**config.mk**
```make
export PLATFORM = sky130hd
export DESIGN_NAME = opaque_elastic_fifo
export DESIGN_NICKNAME = d
export VERILOG_FILES = /design/src/rtl/handshake_pkg.sv /design/src/rtl/elastic_fifo_ctrl.sv /design/src/rtl/opaque_elastic_fifo.sv
export SDC_FILE = /design/constraint.sdc
export NUM_CORES = 1
export LEC_CHECK = 0
export BUFFER_PORTS_ARGS = -buffer_cell sky130_fd_sc_hd__buf_2
export CAP_MARGIN = 20
export CORE_MARGIN = 3
export CORE_UTILIZATION = 50
export DETAILED_ROUTE_END_ITERATION = 12
export HOLD_SLACK_MARGIN = 0.12
export MAX_ROUTING_LAYER = met4
export PLACE_DENSITY_LB_ADDON = 0.2
export SLEW_MARGIN = 20
export SYNTH_ARGS = -nofsm -noshare
export SYNTH_HDL_FRONTEND = slang
export SYNTH_SLANG_ARGS = --single-unit
```
**constraint.sdc**
```tcl
create_clock -name clk -period 2.3 [get_ports clk]
set_input_delay 0.46 -clock clk [delete_from_list [all_inputs] [get_ports clk]]
set_output_delay 0.46 -clock clk [all_outputs]
set_load 0.03 [all_outputs]
```
**src/rtl/handshake_pkg.sv**
```systemverilog
// Shared helpers for handshake buffers: width computation and parameter legality.
package handshake_pkg;

    function automatic int unsigned clog2(input int unsigned value);
        int unsigned v;
        int unsigned r;
        v = (value > 0) ? value - 1 : 0;
        r = 0;
        while (v > 0) begin
            r++;
            v = v >> 1;
        end
        return r;
    endfunction

    // Pointers index NUM_SLOTS entries; never narrower than one bit.
    function automatic int unsigned ptr_width(input int unsigned num_slots);
        return (clog2(num_slots) > 0) ? clog2(num_slots) : 1;
    endfunction

    // Occupancy must represent 0..num_slots inclusive.
    function automatic int unsigned occ_width(input int unsigned num_slots);
        return clog2(num_slots + 1);
    endfunction

    function automatic bit params_legal(input int unsigned num_slots,
                                        input int unsigned data_width);
        return (num_slots >= 2) && (data_width >= 1);
    endfunction

endpackage

```
**src/rtl/elastic_fifo_ctrl.sv**
```systemverilog
// Dataless FIFO control: pointers, occupancy and registered handshake outputs.
// The occ port exists only when OPAQUE_FIFO_COUNT_EN is defined.
module elastic_fifo_ctrl import handshake_pkg::*; #(
    parameter int unsigned NUM_SLOTS = 4
) (
    input  logic                               clk,
    input  logic                               rst,
    input  logic                               ins_valid,
    output logic                               ins_ready,
    output logic                               outs_valid,
    input  logic                               outs_ready,
    output logic                               push,
    output logic [ptr_width(NUM_SLOTS)-1:0]    wr_ptr,
`ifdef OPAQUE_FIFO_COUNT_EN
    output logic [occ_width(NUM_SLOTS)-1:0]    occ,
`endif
    output logic [ptr_width(NUM_SLOTS)-1:0]    rd_ptr
);

    localparam int unsigned PtrWidth = ptr_width(NUM_SLOTS);
    localparam int unsigned OccWidth = occ_width(NUM_SLOTS);

    logic [PtrWidth-1:0] wr_ptr_q, wr_ptr_d;
    logic [PtrWidth-1:0] rd_ptr_q, rd_ptr_d;
    logic [OccWidth-1:0] occ_q, occ_d;
    logic                pop;

    // Handshake outputs come only from occ_q, so no path crosses the block.
    always_comb begin
        ins_ready  = (occ_q != OccWidth'(NUM_SLOTS));
        outs_valid = (occ_q != '0);
        push       = ins_valid & ins_ready;
        pop        = outs_valid & outs_ready;

        wr_ptr_d = wr_ptr_q;
        rd_ptr_d = rd_ptr_q;
        occ_d    = occ_q;

        if (push) begin
            wr_ptr_d = (wr_ptr_q == PtrWidth'(NUM_SLOTS - 1)) ? '0 : wr_ptr_q + PtrWidth'(1);
        end
        if (pop) begin
            rd_ptr_d = (rd_ptr_q == PtrWidth'(NUM_SLOTS - 1)) ? '0 : rd_ptr_q + PtrWidth'(1);
        end

        case ({push, pop})
            2'b10:   occ_d = occ_q + OccWidth'(1);
            2'b01:   occ_d = occ_q - OccWidth'(1);
            default: occ_d = occ_q;
        endcase
    end

    always_ff @(posedge clk) begin
        if (rst) begin
            wr_ptr_q <= '0;
            rd_ptr_q <= '0;
            occ_q    <= '0;
        end else begin
            wr_ptr_q <= wr_ptr_d;
            rd_ptr_q <= rd_ptr_d;
            occ_q    <= occ_d;
        end
    end

    assign wr_ptr = wr_ptr_q;
    assign rd_ptr = rd_ptr_q;
`ifdef OPAQUE_FIFO_COUNT_EN
    assign occ    = occ_q;
`endif

endmodule

```
**src/rtl/opaque_elastic_fifo.sv**
```systemverilog
// Opaque elastic FIFO: registered valid/data and ready, storage plus output mux.
// Defining OPAQUE_FIFO_COUNT_EN adds the registered occupancy port count.
module opaque_elastic_fifo import handshake_pkg::*; #(
    parameter int unsigned DATA_TYPE = 32,
    parameter int unsigned NUM_SLOTS = 4
) (
    input  logic                               clk,
    input  logic                               rst,
    input  logic [DATA_TYPE-1:0]               ins,
    input  logic                               ins_valid,
    output logic                               ins_ready,
    output logic [DATA_TYPE-1:0]               outs,
    output logic                               outs_valid,
`ifdef OPAQUE_FIFO_COUNT_EN
    output logic [occ_width(NUM_SLOTS)-1:0]    count,
`endif
    input  logic                               outs_ready
);

    localparam int unsigned PtrWidth = ptr_width(NUM_SLOTS);

    if (!params_legal(NUM_SLOTS, DATA_TYPE)) begin : g_bad_params
        $error("opaque_elastic_fifo: NUM_SLOTS must be >= 2 and DATA_TYPE >= 1");
    end

    logic                 push;
    logic [PtrWidth-1:0]  wr_ptr;
    logic [PtrWidth-1:0]  rd_ptr;
    logic [DATA_TYPE-1:0] mem_q [NUM_SLOTS];
    logic [DATA_TYPE-1:0] mem_d [NUM_SLOTS];

    elastic_fifo_ctrl #(
        .NUM_SLOTS (NUM_SLOTS)
    ) u_ctrl (
        .clk        (clk),
        .rst        (rst),
        .ins_valid  (ins_valid),
        .ins_ready  (ins_ready),
        .outs_valid (outs_valid),
        .outs_ready (outs_ready),
        .push       (push),
        .wr_ptr     (wr_ptr),
`ifdef OPAQUE_FIFO_COUNT_EN
        .occ        (count),
`endif
        .rd_ptr     (rd_ptr)
    );

    always_comb begin
        mem_d = mem_q;
        if (push) begin
            mem_d[wr_ptr] = ins;
        end
    end

    // Storage is intentionally not reset; occupancy alone decides validity.
    always_ff @(posedge clk) begin
        mem_q <= mem_d;
    end

    assign outs = mem_q[rd_ptr];

endmodule

```
==> flow_metrics.env <==
export IMPL_result_of_the_run="finished, final reports clean"
export IMPL_place_congestion=0.699
export IMPL_synth_flop_cell="sky130_fd_sc_hd__edfxtp_1"
export IMPL_timing_max_cap_violations=0
export IMPL_tightest_slew_ns=0.874
export IMPL_slowest_stage="sky130_fd_sc_hd__mux4_2"
export IMPL_r2r_cells=8
export IMPL_syn_mean_instance_area_um2=23.2
export IMPL_dp_hpwl_mm=5.00
export IMPL_io_buffer_count=69
export IMPL_rsz0062_at_grt="true"
export IMPL_floorplan_initialDensity_pct=51.5
export IMPL_critPathCapture="outs[13]"
export IMPL_number_of_warning_messages_in_the_yosys_log=0
export IMPL_clock_latency_on_the_worst_skew_pair_ns=0.50
export IMPL_final_period_utilization_pct=97.5
export IMPL_area_growth_synth_to_final_pct=22.9
export IMPL_postLayoutCellArea_um2=6220
export IMPL_overall_power_w=0.00761
export IMPL_worstSetupPathDepth=3
export IMPL_ant_nets_after_route=0
export IMPL_max_slew_margin_pct=41.7
export IMPL_p_leak_nw=2.17
export IMPL_die_h_um=107
export IMPL_clk_pin_slew_worst_paths_ns=0.06
export IMPL_cp_startpoint="u_ctrl.rd_ptr[0]$_SDFFE_PP0P_"
export IMPL_cts_sink_count=135
export IMPL_worstPathBufferInverterCount=2
export IMPL_hold_start="ins[28]"
export IMPL_grt_overflow_total=0
export IMPL_die_width_um=107
export IMPL_dpl_cell_area_um2=5590
export IMPL_drt_pass1_iter_count=4
export IMPL_finish_utilization_pct=63.3
export IMPL_final_setup_worst_slack_ns=0.0580
export IMPL_buffer_type_at_the_clock_tree_root="sky130_fd_sc_hd__clkbuf_8"
export IMPL_dp_slack_ns=0.135
export IMPL_fin_crit_ns=2.24
export IMPL_most_instantiated_cells_after_synthesis="sky130_fd_sc_hd__edfxtp_1 (128), sky130_fd_sc_hd__mux4_2 (32), sky130_fd_sc_hd__dfxtp_1 (7), sky130_fd_sc_hd__ha_1 (6), sky130_fd_sc_hd__inv_1 (6)"
export IMPL_num_antenna_cells=0
export IMPL_multiInputGateArea_um2=1010
export IMPL_grt_start_max_net_pins=33
export IMPL_final_setup_viol_count=0
export IMPL_ctsHtreeMaxLevel=4
export IMPL_synth_enable_flop_cells=128
export IMPL_finClkSkew_ns=0.00560
export IMPL_pwr_dens_nw_per_um2=1220
export IMPL_synth_top_cells_by_area="sky130_fd_sc_hd__edfxtp_1 (76%), sky130_fd_sc_hd__mux4_2 (14%), sky130_fd_sc_hd__dfxtp_1 (2.8%)"
export IMPL_worst_setup_path_end_kind="output port"
export IMPL_finalNetCount=346
export IMPL_worst_path_largest_cell_delay_ns=0.52
export IMPL_cts_path_max_buffers=2
export IMPL_yosys_cell_count_top_type="sky130_fd_sc_hd__edfxtp_1"
export IMPL_grt_first_pass_wirelength_mm=13.2
export IMPL_final_hold_violation_count=0
export IMPL_die_area_um2=11400
export IMPL_r2r_end="u_ctrl.occ_q[2]$_SDFFE_PP0P_"
export IMPL_grtUsageTotal_pct=16.4
export IMPL_synth_seq_cells=135
export IMPL_total_negative_slack_ns=0
export IMPL_netlist_area_um2=5060
export IMPL_ys_seq_area_share_pct=78.7
export IMPL_detailedRoute_firstIterationViolations=150
export IMPL_detailroute_via_count=2371
export IMPL_yosys_area_top_type_share_pct=76.0
export IMPL_worst_r2r_startpoint="u_ctrl.occ_q[0]$_SDFFE_PP0P_"
export IMPL_drt_wirelength_per_cell_um=18.5
export IMPL_std_cell_rows=36
export IMPL_cts_tree="built"
export IMPL_synth_async_reset_ratio_pct=0
export IMPL_clock_fmax_mhz=446
export IMPL_core_region_area_um2=9820
export IMPL_critical_path_arrival_ns=1.78
export IMPL_average_via_count_per_standard_cell=5.28
export IMPL_timing_critical_path_required_ns=1.84
export IMPL_drcViolationCount=0
export IMPL_yosys_area_top_type="sky130_fd_sc_hd__edfxtp_1"
export IMPL_worstSetupStartpointType="register"
export IMPL_grt_pass1_vias=2438
export IMPL_final_seq_area_um2=3990
export IMPL_post_route_cells_drive_above_1_share_pct=45.9
export IMPL_max_slew_vio_count=0
export IMPL_cp_cell_sequence="buf_4 -> mux4_2 -> buf_2"
export IMPL_fill_cells=715
export IMPL_post_synth_num_cell_types=25
export IMPL_hp_class="primary input to register"
export IMPL_num_io_pins=70
export IMPL_critical_path_peak_fanout=7
export IMPL_cts_inserted_buffers=17
export IMPL_rrSetupSlack_ns=0.15
export IMPL_synth_nets=261
export IMPL_antenna_found_initial=0
export IMPL_vdd_ir_drop_max_uv=679
export IMPL_syn_instance_count=218
export IMPL_crit_path_max_delay_family="multiplexers"
export IMPL_routed_wl_mm=8.30
export IMPL_critical_path_class="register to output port"
[metrics by stage]
step	hold WS [ns]	std cells
CTS	0.153	449
global route	0.144	449
floorplan	0.474	218
detailed placement	0.523	416
global placement	0.494	416
finish	0.169	449
[cell type report]
class	instances	area share (%)
clock buffers	19	6.78
clock inverters	13	2.96
inverters	6	0.362
multi-input cells	67	16.2
flip-flops and latches	135	64.2
well taps	133	2.68
repair buffers	76	6.90
[worst reg2reg max path: cells and delay by family (launching register included)]
family                   cells  cell delay (ns)
buffers and inverters        1             0.05
adder cells (fa/ha/maj)      2             0.57
AO/OA/AOI/OAI                1             0.13
AND/OR/NAND/NOR              3             0.83
XOR/XNOR                     1             0.16
flip-flops                   1             0.35
[cell usage in the layout (no fill, tap or decap), types with 3 or more instances in the layout]
| master | n |
|---|---|
| sky130_fd_sc_hd__edfxtp_1 | 128 |
| sky130_fd_sc_hd__buf_2 | 68 |
| sky130_fd_sc_hd__mux4_2 | 32 |
| sky130_fd_sc_hd__clkbuf_16 | 16 |
| sky130_fd_sc_hd__inv_1 | 6 |
| sky130_fd_sc_hd__ha_1 | 5 |
| sky130_fd_sc_hd__clkinv_1 | 5 |
| sky130_fd_sc_hd__bufinv_16 | 5 |
| sky130_fd_sc_hd__buf_4 | 5 |
| sky130_fd_sc_hd__and3_2 | 4 |
| sky130_fd_sc_hd__nor2_1 | 4 |
| sky130_fd_sc_hd__dfxtp_1 | 4 |
| sky130_fd_sc_hd__a21oi_1 | 3 |
| sky130_fd_sc_hd__or3_1 | 3 |
| sky130_fd_sc_hd__clkinv_2 | 3 |
[registers in the layout (all words and copies together) (netlist names)]
register	cells
mem_q	128
u_ctrl.occ_q	3
u_ctrl.wr_ptr	2
u_ctrl.rd_ptr	2
[how the worst min path moves through the flow]
stage	to	slack (ns)	depth (start not counted)
after CTS	mem_q[93]$_DFFE_PP_	0.15	1
after global placement	u_ctrl.occ_q[2]$_SDFFE_PP0P_	0.49	2
final	mem_q[60]$_DFFE_PP_	0.17	1
after global routing	mem_q[95]$_DFFE_PP_	0.14	1
after detailed placement	u_ctrl.wr_ptr[1]$_SDFFE_PP0P_	0.52	2
after floorplan	u_ctrl.occ_q[2]$_SDFFE_PP0P_	0.47	2
[logic make-up after synthesis]
family / Yosys count / synth area share (%)
DFF: 135 / 78.7
buffers and inverters: 16 / 1.53
muxes: 34 / 14.6
xor gates and xnor gates: 2 / 0.346
adders and majority gates: 7 / 1.88
AOI/OAI and AO/OA: 7 / 0.890
and+or+nand+nor: 17 / 1.98
[per-layer routing]
layer | global-route usage, % | vias up | routed length [um]
met5 | - | - | 0
met4 | 6.94 | 0 | 122
met3 | 5.24 | 11 | 440
met2 | 23.9 | 66 | 4060
met1 | 21.8 | 1217 | 3680
li1 | - | 1077 | -
[report_power, final]
group / switching [W] / internal [W] / total [W]
logic: 0.00108 / 0.000713 / 0.00179
clock network: 0.000915 / 0.00184 / 0.00276
registers: 0.0000865 / 0.00297 / 0.00306
[timing repair]
action	in CTS	in global routing
setup endpoints to repair	27	12
buffers inserted	1	0
hold buffers	0	0
hold endpoints to repair	0	0
gates resized for setup	1	6
Power figures use the tool's default switching activity.
